$ cat config.mk
export PLATFORM = sky130hd
export DESIGN_NAME = ddr_arbiter
export DESIGN_NICKNAME = d
export VERILOG_FILES = /design/src/rtl/ddr_arb_pkg.sv /design/src/rtl/ddr_arb_rr_picker.sv /design/src/rtl/ddr_arbiter.sv
export SDC_FILE = /design/constraint.sdc
export NUM_CORES = 1
export LEC_CHECK = 0
export BUFFER_PORTS_ARGS = -buffer_cell sky130_fd_sc_hd__buf_2
export CAP_MARGIN = 20
export CORE_AREA = 4 4 766 768
export DETAILED_ROUTE_END_ITERATION = 6
export DIE_AREA = 0 0 770 772
export HOLD_SLACK_MARGIN = 0.08
export SYNTH_ARGS = -nofsm -noshare
export SYNTH_HDL_FRONTEND = slang
export SYNTH_SLANG_ARGS = --single-unit
export TNS_END_PERCENT = 1
$ cat constraint.sdc
create_clock -name clock -period 2.6 [get_ports clock]
set_clock_uncertainty 0.1 [all_clocks]
set_input_delay 0.13 -clock clock [delete_from_list [all_inputs] [get_ports clock]]
set_output_delay 0.13 -clock clock [all_outputs]
set_load 0.03 [all_outputs]
$ cat src/rtl/ddr_arb_pkg.sv
// Shared types and widths for the two-requester DDR arbiter.
package ddr_arb_pkg;

    localparam int DDR_INDEX_W = 19;
    localparam int LINE_W      = 512;
    localparam int WORD_W      = 64;

    typedef enum logic [1:0] {
        IDLE,
        ISSUE,
        WAIT,
        RESP
    } state_t;

    typedef enum logic {
        REQ_IFU = 1'b0,
        REQ_LSU = 1'b1
    } req_id_t;

endpackage

$ cat src/rtl/ddr_arb_rr_picker.sv
// Combinational 2-way round-robin grant: on a tie the requester not served last wins.
module ddr_arb_rr_picker
    import ddr_arb_pkg::*;
(
    input  logic ifu_valid,
    input  logic lsu_valid,
    input  logic rr_last,
    output logic grant_valid,
    output logic grant_id
);

    always_comb begin
        grant_valid = ifu_valid | lsu_valid;
        grant_id    = REQ_IFU;
        if (ifu_valid && lsu_valid) begin
            grant_id = (rr_last == REQ_LSU) ? REQ_IFU : REQ_LSU;
        end else if (lsu_valid) begin
            grant_id = REQ_LSU;
        end
    end

endmodule

$ cat src/rtl/ddr_arbiter.sv
// Sequences IFU burst reads and LSU single loads/stores onto one DDR port, one at a time.
// Optional WAIT-state watchdog enabled by defining DDR_ARB_TIMEOUT_EN.
module ddr_arbiter
    import ddr_arb_pkg::*;
#(
    parameter int INDEX_W        = DDR_INDEX_W,
    parameter int TIMEOUT_CYCLES = 255
) (
    input  logic                clock,
    input  logic                reset_n,
    input  logic                ifu_req_valid,
    input  logic [INDEX_W-1:0]  ifu_req_index,
    output logic                ifu_resp_valid,
    output logic [LINE_W-1:0]   ifu_resp_data,
    input  logic                lsu_req_valid,
    input  logic                lsu_req_write,
    input  logic [INDEX_W-1:0]  lsu_req_index,
    input  logic [WORD_W-1:0]   lsu_req_wdata,
    input  logic [WORD_W-1:0]   lsu_req_wmask,
    output logic                lsu_resp_valid,
    output logic [WORD_W-1:0]   lsu_resp_rdata,
    output logic                ddr_chip_enable,
    output logic [INDEX_W-1:0]  ddr_index,
    output logic                ddr_write_enable,
    output logic                ddr_burst_mode,
    output logic [WORD_W-1:0]   ddr_opstore_write_mask,
    output logic [WORD_W-1:0]   ddr_opstore_write_data,
    output logic [LINE_W-1:0]   ddr_l2_write_data,
    input  logic [WORD_W-1:0]   ddr_opload_read_data,
    input  logic [LINE_W-1:0]   ddr_pc_read_inst,
    input  logic                ddr_operation_done,
    output logic                arb_busy,
    output logic                arb_timeout
);

    state_t  state;
    req_id_t cur_id;
    req_id_t rr_last;
    logic    grant_valid;
    logic    grant_id;
    logic    timeout_hit;

    ddr_arb_rr_picker u_picker (
        .ifu_valid   (ifu_req_valid),
        .lsu_valid   (lsu_req_valid),
        .rr_last     (rr_last),
        .grant_valid (grant_valid),
        .grant_id    (grant_id)
    );

    assign ddr_l2_write_data = '0;
    assign arb_busy          = (state != IDLE);

    always_ff @(posedge clock or negedge reset_n) begin
        if (!reset_n) begin
            state                  <= IDLE;
            cur_id                 <= REQ_IFU;
            rr_last                <= REQ_LSU;
            ifu_resp_valid         <= 1'b0;
            ifu_resp_data          <= '0;
            lsu_resp_valid         <= 1'b0;
            lsu_resp_rdata         <= '0;
            ddr_chip_enable        <= 1'b0;
            ddr_index              <= '0;
            ddr_write_enable       <= 1'b0;
            ddr_burst_mode         <= 1'b0;
            ddr_opstore_write_mask <= '0;
            ddr_opstore_write_data <= '0;
        end else begin
            ifu_resp_valid  <= 1'b0;
            lsu_resp_valid  <= 1'b0;
            ddr_chip_enable <= 1'b0;
            case (state)
                IDLE: begin
                    if (grant_valid) begin
                        cur_id          <= req_id_t'(grant_id);
                        ddr_chip_enable <= 1'b1;
                        state           <= ISSUE;
                        if (grant_id == REQ_IFU) begin
                            ddr_index              <= ifu_req_index;
                            ddr_write_enable       <= 1'b0;
                            ddr_burst_mode         <= 1'b1;
                            ddr_opstore_write_mask <= '0;
                            ddr_opstore_write_data <= '0;
                        end else begin
                            ddr_index              <= lsu_req_index;
                            ddr_write_enable       <= lsu_req_write;
                            ddr_burst_mode         <= 1'b0;
                            ddr_opstore_write_mask <= lsu_req_wmask;
                            ddr_opstore_write_data <= lsu_req_wdata;
                        end
                    end
                end
                ISSUE: state <= WAIT;
                WAIT: begin
                    // Response pulse is raised on the transition so it lines up with the RESP cycle.
                    if (ddr_operation_done) begin
                        state <= RESP;
                        if (cur_id == REQ_IFU) begin
                            ifu_resp_valid <= 1'b1;
                            ifu_resp_data  <= ddr_pc_read_inst;
                        end else begin
                            lsu_resp_valid <= 1'b1;
                            if (!ddr_write_enable) begin
                                lsu_resp_rdata <= ddr_opload_read_data;
                            end
                        end
                    end else if (timeout_hit) begin
                        state <= RESP;
                        if (cur_id == REQ_IFU) begin
                            ifu_resp_valid <= 1'b1;
                        end else begin
                            lsu_resp_valid <= 1'b1;
                        end
                    end
                end
                RESP: begin
                    rr_last <= cur_id;
                    state   <= IDLE;
                end
                default: state <= IDLE;
            endcase
        end
    end

`ifdef DDR_ARB_TIMEOUT_EN
    localparam int CNT_W = ($clog2(TIMEOUT_CYCLES + 1) > 8) ? $clog2(TIMEOUT_CYCLES + 1) : 8;

    logic [CNT_W-1:0] wait_cnt;

    // Fires on the TIMEOUT_CYCLES-th WAIT cycle; a done in that same cycle still wins.
    assign timeout_hit = (state == WAIT) && !ddr_operation_done &&
                         (wait_cnt == CNT_W'(TIMEOUT_CYCLES - 1));

    always_ff @(posedge clock or negedge reset_n) begin
        if (!reset_n) begin
            wait_cnt    <= '0;
            arb_timeout <= 1'b0;
        end else begin
            if (state == ISSUE) begin
                wait_cnt <= '0;
            end else if (state == WAIT) begin
                wait_cnt <= wait_cnt + 1'b1;
            end
            if (timeout_hit) begin
                arb_timeout <= 1'b1;
            end
        end
    end
`else
    logic unused_timeout_cfg;
    assign unused_timeout_cfg = (TIMEOUT_CYCLES == 0);
    assign timeout_hit        = 1'b0;
    assign arb_timeout        = 1'b0;
`endif

endmodule

Word-level counts from Yosys, hierarchy flattened --
Index checks and enable logic that the tools add are counted.
Storage, ports and cells: register bits 732, output and inout port bits 1242, word-level logic and storage cells 47
Operators by class: muxes and demuxes 19, eq/ne operators 5, bitwise gates (word level) 3, reductions and logical operators 7
Operator list (count):
- two-way mux 64 bit | 2
- two-way mux 19 bit | 1
- two-way mux 1 bit | 13
- case mux 2 bit (4 select lines) | 1
- equality test 2 bit (second input constant) | 2
- two-way mux 2 bit | 2
- != test 2 bit (second input constant) | 2
- AND reduction 2 bit | 2
- AND reduction 4 bit | 1
- AND reduction 3 bit | 1
- equality test 2 x 1 -> 1 bit (second input constant) | 1
- zero test 2 bit | 1
- NOT 1 bit | 2
- nonzero test 2 bit | 1
- logical AND 1 bit | 1
- OR 1 bit | 1

Longest topological paths before layout --
depth after elaboration 3, depth in mapped cells 7, gate-level depth less buffers 6

Hierarchy --
A second synthesis with hierarchy kept.
Second synthesis, totals: cells, all modules 2404, area total of the unflattened synthesis 31729.2 µm²
By module, submodules not included:
- ddr_arbiter | times used 1, sequential area each 18318.8 µm², area each 31715.4 µm², cells an instance 2402
- ddr_arb_rr_picker | times used 1, sequential area each 0.0 µm², area each 13.8 µm², cells an instance 2

Least setup slack after synthesis --
Ideal clock, no wire load.
path kind reg-to-reg, from reg state[0], to reg ifu_resp_data[407], period minus slack after synthesis 1.845 ns, slack 0.755 ns, data required time 2.375 ns, buffers on the path 2, cell stages (with the launch flop) 8, arrival 1.620 ns, setup time 0.125 ns, cells stage by stage dfrtp_1 inv_1 ha_1 nand2_1 nor2_4 buf_4 buf_4 mux2_2
On the way: cells in the longest elaborated chain, start to end 2
RTL lines:
- from (decl) | line ddr_arbiter.sv:36 | state_t state;
- from (signal assigned) | line ddr_arbiter.sv:56 | state <= IDLE;
- from (signal assigned) | line ddr_arbiter.sv:78 | state <= ISSUE;
- from (signal assigned) | line ddr_arbiter.sv:94 | ISSUE: state <= WAIT;
- equality test 2 bit | line ddr_arbiter.sv:73 | case (state)
- AND reduction 3 bit (no line)
- to (signal assigned) | line ddr_arbiter.sv:101 | ifu_resp_data <= ddr_pc_read_inst;
- to (decl) | line ddr_arbiter.sv:14 | output logic [LINE_W-1:0] ifu_resp_data,
No other way between the ends. A chain may end at the register's enable or synchronous reset.

Final worst setup path --
from reg state[0], to reg ifu_resp_data[178]
The elaborated chain is that of the path after synthesis.

==> impl_metrics.json <==
{
  "tns_ps": 0,
  "place_area_sq_um": 46910,
  "dpl_worst_slack_ps": 184.1,
  "synth_seq_area_share_pct": 58.32,
  "use_met2_pct": 15.60,
  "htree_levels": 3,
  "cts_sinks": 732,
  "status": "finished, final reports clean",
  "stdcell_area_sq_um": 64750,
  "min_path_type": "input port to flip-flop",
  "cts_buffers": 101,
  "worstSetupPathType": "flip-flop to flip-flop",
  "rsz0062_at_grt": "false",
  "worstMarginPinSlew_ps": 805.9,
  "vias_per_cell": 2.317,
  "start_util_pct": 5.414,
  "globalplace.congestion": 1.282,
  "post-route-min-period_ps": 2538,
  "synthArstFlopShare_pct": 100.0,
  "r2r-end": "ifu_resp_data[178]$_DFFE_PN0P_",
  "grt_start_max_net_pins": 66,
  "drt_pre_antenna_iters": 5,
  "critical-path-top-delay-family": "buffers and inverters",
  "reg2reg_depth": 7,
  "critPathSlowestCell": "dlygate4sd3_1",
  "r2r-start": "state[0]$_DFFE_PN0P_",
  "crit_cells": 7,
  "drv_cap": 0,
  "synth_common_cells": "dfrtp_1, buf_4, mux2_2",
  "grt_pass1_vias": 31028,
  "ys_seq_elements": 732,
  "path_clk_slew_ps": 70,
  "pin_count": 1990,
  "cts-root-buf": "clkbuf_16",
  "slowest_delay_ps": 560,
  "ir_drop_uv": 977.8,
  "cp_num_buf_inv": 3,
  "die_y_um": 772,
  "row_count": 280,
  "slew-limit-headroom_pct": 46.07,
  "post-cts-setup-buffers": 0,
  "startpoint": "state[0]$_DFFE_PN0P_",
  "p_leak_nw": 28.05,
  "end_kind": "flip-flop",
  "postRouteWirelength_um": 366800,
  "ys_warn_count": 0,
  "yosysUniqueCellTypes": 27,
  "crit_path_end": "ifu_resp_data[178]$_DFFE_PN0P_",
  "hold_viol": 0,
  "drc": 0,
  "start_kind": "flip-flop",
  "cts_max_path_buffers": 4,
  "worst_slack_ps": 61.73,
  "worstPathArrival_ps": 3100,
  "synth_edf_count": 0,
  "via_count": 30316,
  "nets": 5884,
  "syn_area_sq_um": 31410,
  "power_density_nw_per_um2": 1283,
  "finalSetupViolCount": 0,
  "place_inst": 11389,
  "grtUsageMet3_pct": 10.66,
  "yosysMostFrequentCell": "dfrtp_1",
  "grt.total_usage_pct": 11.75,
  "syn_area_per_cell_sq_um": 14.61,
  "finalMaxSlewViolations": 0,
  "core_area_sq_um": 580200,
  "gr-total-overflow": 0,
  "busiest_layer": "met2",
  "dieArea_sq_um": 594400,
  "synth_top_cell_by_area": "dfrtp_1",
  "drt.antenna.violating_nets": 0,
  "drt_iter0_markers": 1414,
  "synthCells": 2150,
  "fin_crit_sh_pct": 97.63,
  "final_cells": 13086,
  "grt_pass1_wl_um": 431700,
  "detailed_place_hpwl_um": 323700,
  "synth_ff_type": "dfrtp_1",
  "clock.fmax_mhz": 394.0,
  "routedWlPerCell_um": 28.03,
  "path_cells": "inv_1 -> ha_1 -> nand2_1 -> nor2_4 -> buf_6 -> mux2_2 -> dlygate4sd3_1",
  "ys_top_cells_by_area": "dfrtp_1, mux2_2, buf_4",
  "synth_top_area_share_pct": 58.24,
  "use_met1_pct": 12.00,
  "cts_tree": "yes",
  "required_ps": 3170,
  "rrSetupSlack_ps": 60,
  "worstSkewPairLatency_ps": 850,
  "syn2layout_area_growth_pct": 106.1,
  "dieWidth_um": 770,
  "drive_gt1_share_pct": 45.01,
  "grt_antenna_before_repair": 288,
  "crit_fanout": 8,
  "portBuffers": 1476
}
-- cells by family (layout without fill, tap and decap cells) --
kind of cell | Yosys count | count (layout) | synth area share [%]
flip-flops | 732 | 732 | 58.32
buffers and inverters | 616 | 3164 | 15.09
multiplexers | 578 | 578 | 21.44
AO/OA/AOI/OAI | 173 | 173 | 4.370
AND/OR/NAND/NOR | 46 | 46 | 0.6095
adder cells (fa/ha/maj) | 4 | 4 | 0.1593
other | 1 | 634 | 0.01194
-- worst min path at each step --
stage	start	endpoint	slack, ps	depth (start not counted)
final	ddr_pc_read_inst[89]	ifu_resp_data[89]$_DFFE_PN0P_	130	3
after global routing	lsu_req_wdata[27]	ddr_opstore_write_data[27]$_DFFE_PN0P_	110	3
after CTS	lsu_req_wdata[27]	ddr_opstore_write_data[27]$_DFFE_PN0P_	80	3
after detailed placement	reset_n	ifu_resp_data[276]$_DFFE_PN0P_	20	1
after global placement	reset_n	ifu_resp_data[230]$_DFFE_PN0P_	20	1
after floorplan	reset_n	cur_id$_DFFE_PN0P_	-270	0
-- cell usage in the layout, fill, tap and decap left out, types with 2 or more instances in the layout --
cell and count:
diode_2 121, mux2_2 518, nor2_1 21, ha_1 3
buf_12 29, a21oi_1 39, nor2_4 2, dfrtp_1 731
clkinv_4 5, clkbuf_8 21, buf_2 1474, inv_8 4
dlygate4sd3_1 1394, inv_6 7, inv_1 4, clkbuf_16 101
nand2_1 20, conb_1 513, clkinv_2 16, clkbuf_1 7
mux2_4 60, buf_4 78, bufinv_16 14, clkinvlp_4 5
a22o_1 129
-- through the flow --
step / util (%) / power [mW] / hold WS [ps]
2_1_floorplan: - / 41.19 / -265.6
3_5_place_dp: 8.085 / 65.97 / 23.93
3_3_place_gp: 8.085 / 65.77 / 18.15
5_1_grt: 11.13 / 87.41 / 112.8
4_1_cts: 11.11 / 84.22 / 80.01
6_report: 11.16 / 83.10 / 127.5
-- state kept, by name (all words and copies together), names as in the netlist --
signal / flops
ddr_write_enable: 1
state: 2
ddr_opstore_write_mask: 64
rr_last: 1
ifu_resp_data: 512
lsu_resp_valid: 1
ddr_opstore_write_data: 64
ddr_burst_mode: 1
lsu_resp_rdata: 64
ddr_chip_enable: 1
cur_id: 1
ddr_index: 19
ifu_resp_valid: 1
-- layout make-up --
class | count | area (sq um)
Antenna cell | 121 | 302.8
Clock inverter | 52 | 708.2
Timing Repair Buffer | 2978 | 22550
Clock buffer | 129 | 2843
Inverter | 5 | 18.77
Sequential cell | 732 | 18320
Fill cell | 66135 | 515400
Multi-Input combinational cell | 1314 | 10300
Tap cell | 7755 | 9703
-- report_power, final --
part	leakage (nW)	switching [mW]	internal, mW	total, mW
sequential	8.87	3.56	17.2	20.7
combinational	17.4	35.0	12.0	47.0
clock	1.75	6.22	9.13	15.3
total	28.1	44.8	38.3	83.1
-- worst register-to-register path, stage by stage, from the launching register on --
cell,delay [ps]
dfrtp_1,410
inv_1,130
ha_1,220
nand2_1,110
nor2_4,230
buf_6,230
mux2_2,370
dlygate4sd3_1,560
-- routing by layer --
| layer | up-vias | part of all wire (%) |
|---|---|---|
| met3 | 853 | 20 |
| met4 | 120 | 7.5 |
| met5 | - | 0.22 |
| li1 | 12574 | - |
| met1 | 14678 | 35 |
| met2 | 2091 | 37 |
-- repair_timing --
action                                  in CTS  in global routing
endpoints found under the setup margin       1                  9
gates resized for setup                      1                  2
hold buffers                              1395                  0
hold endpoints to repair                  1463                  0
cloned                                       0                  0
Note: power is estimated with default switching activity, not from simulation.
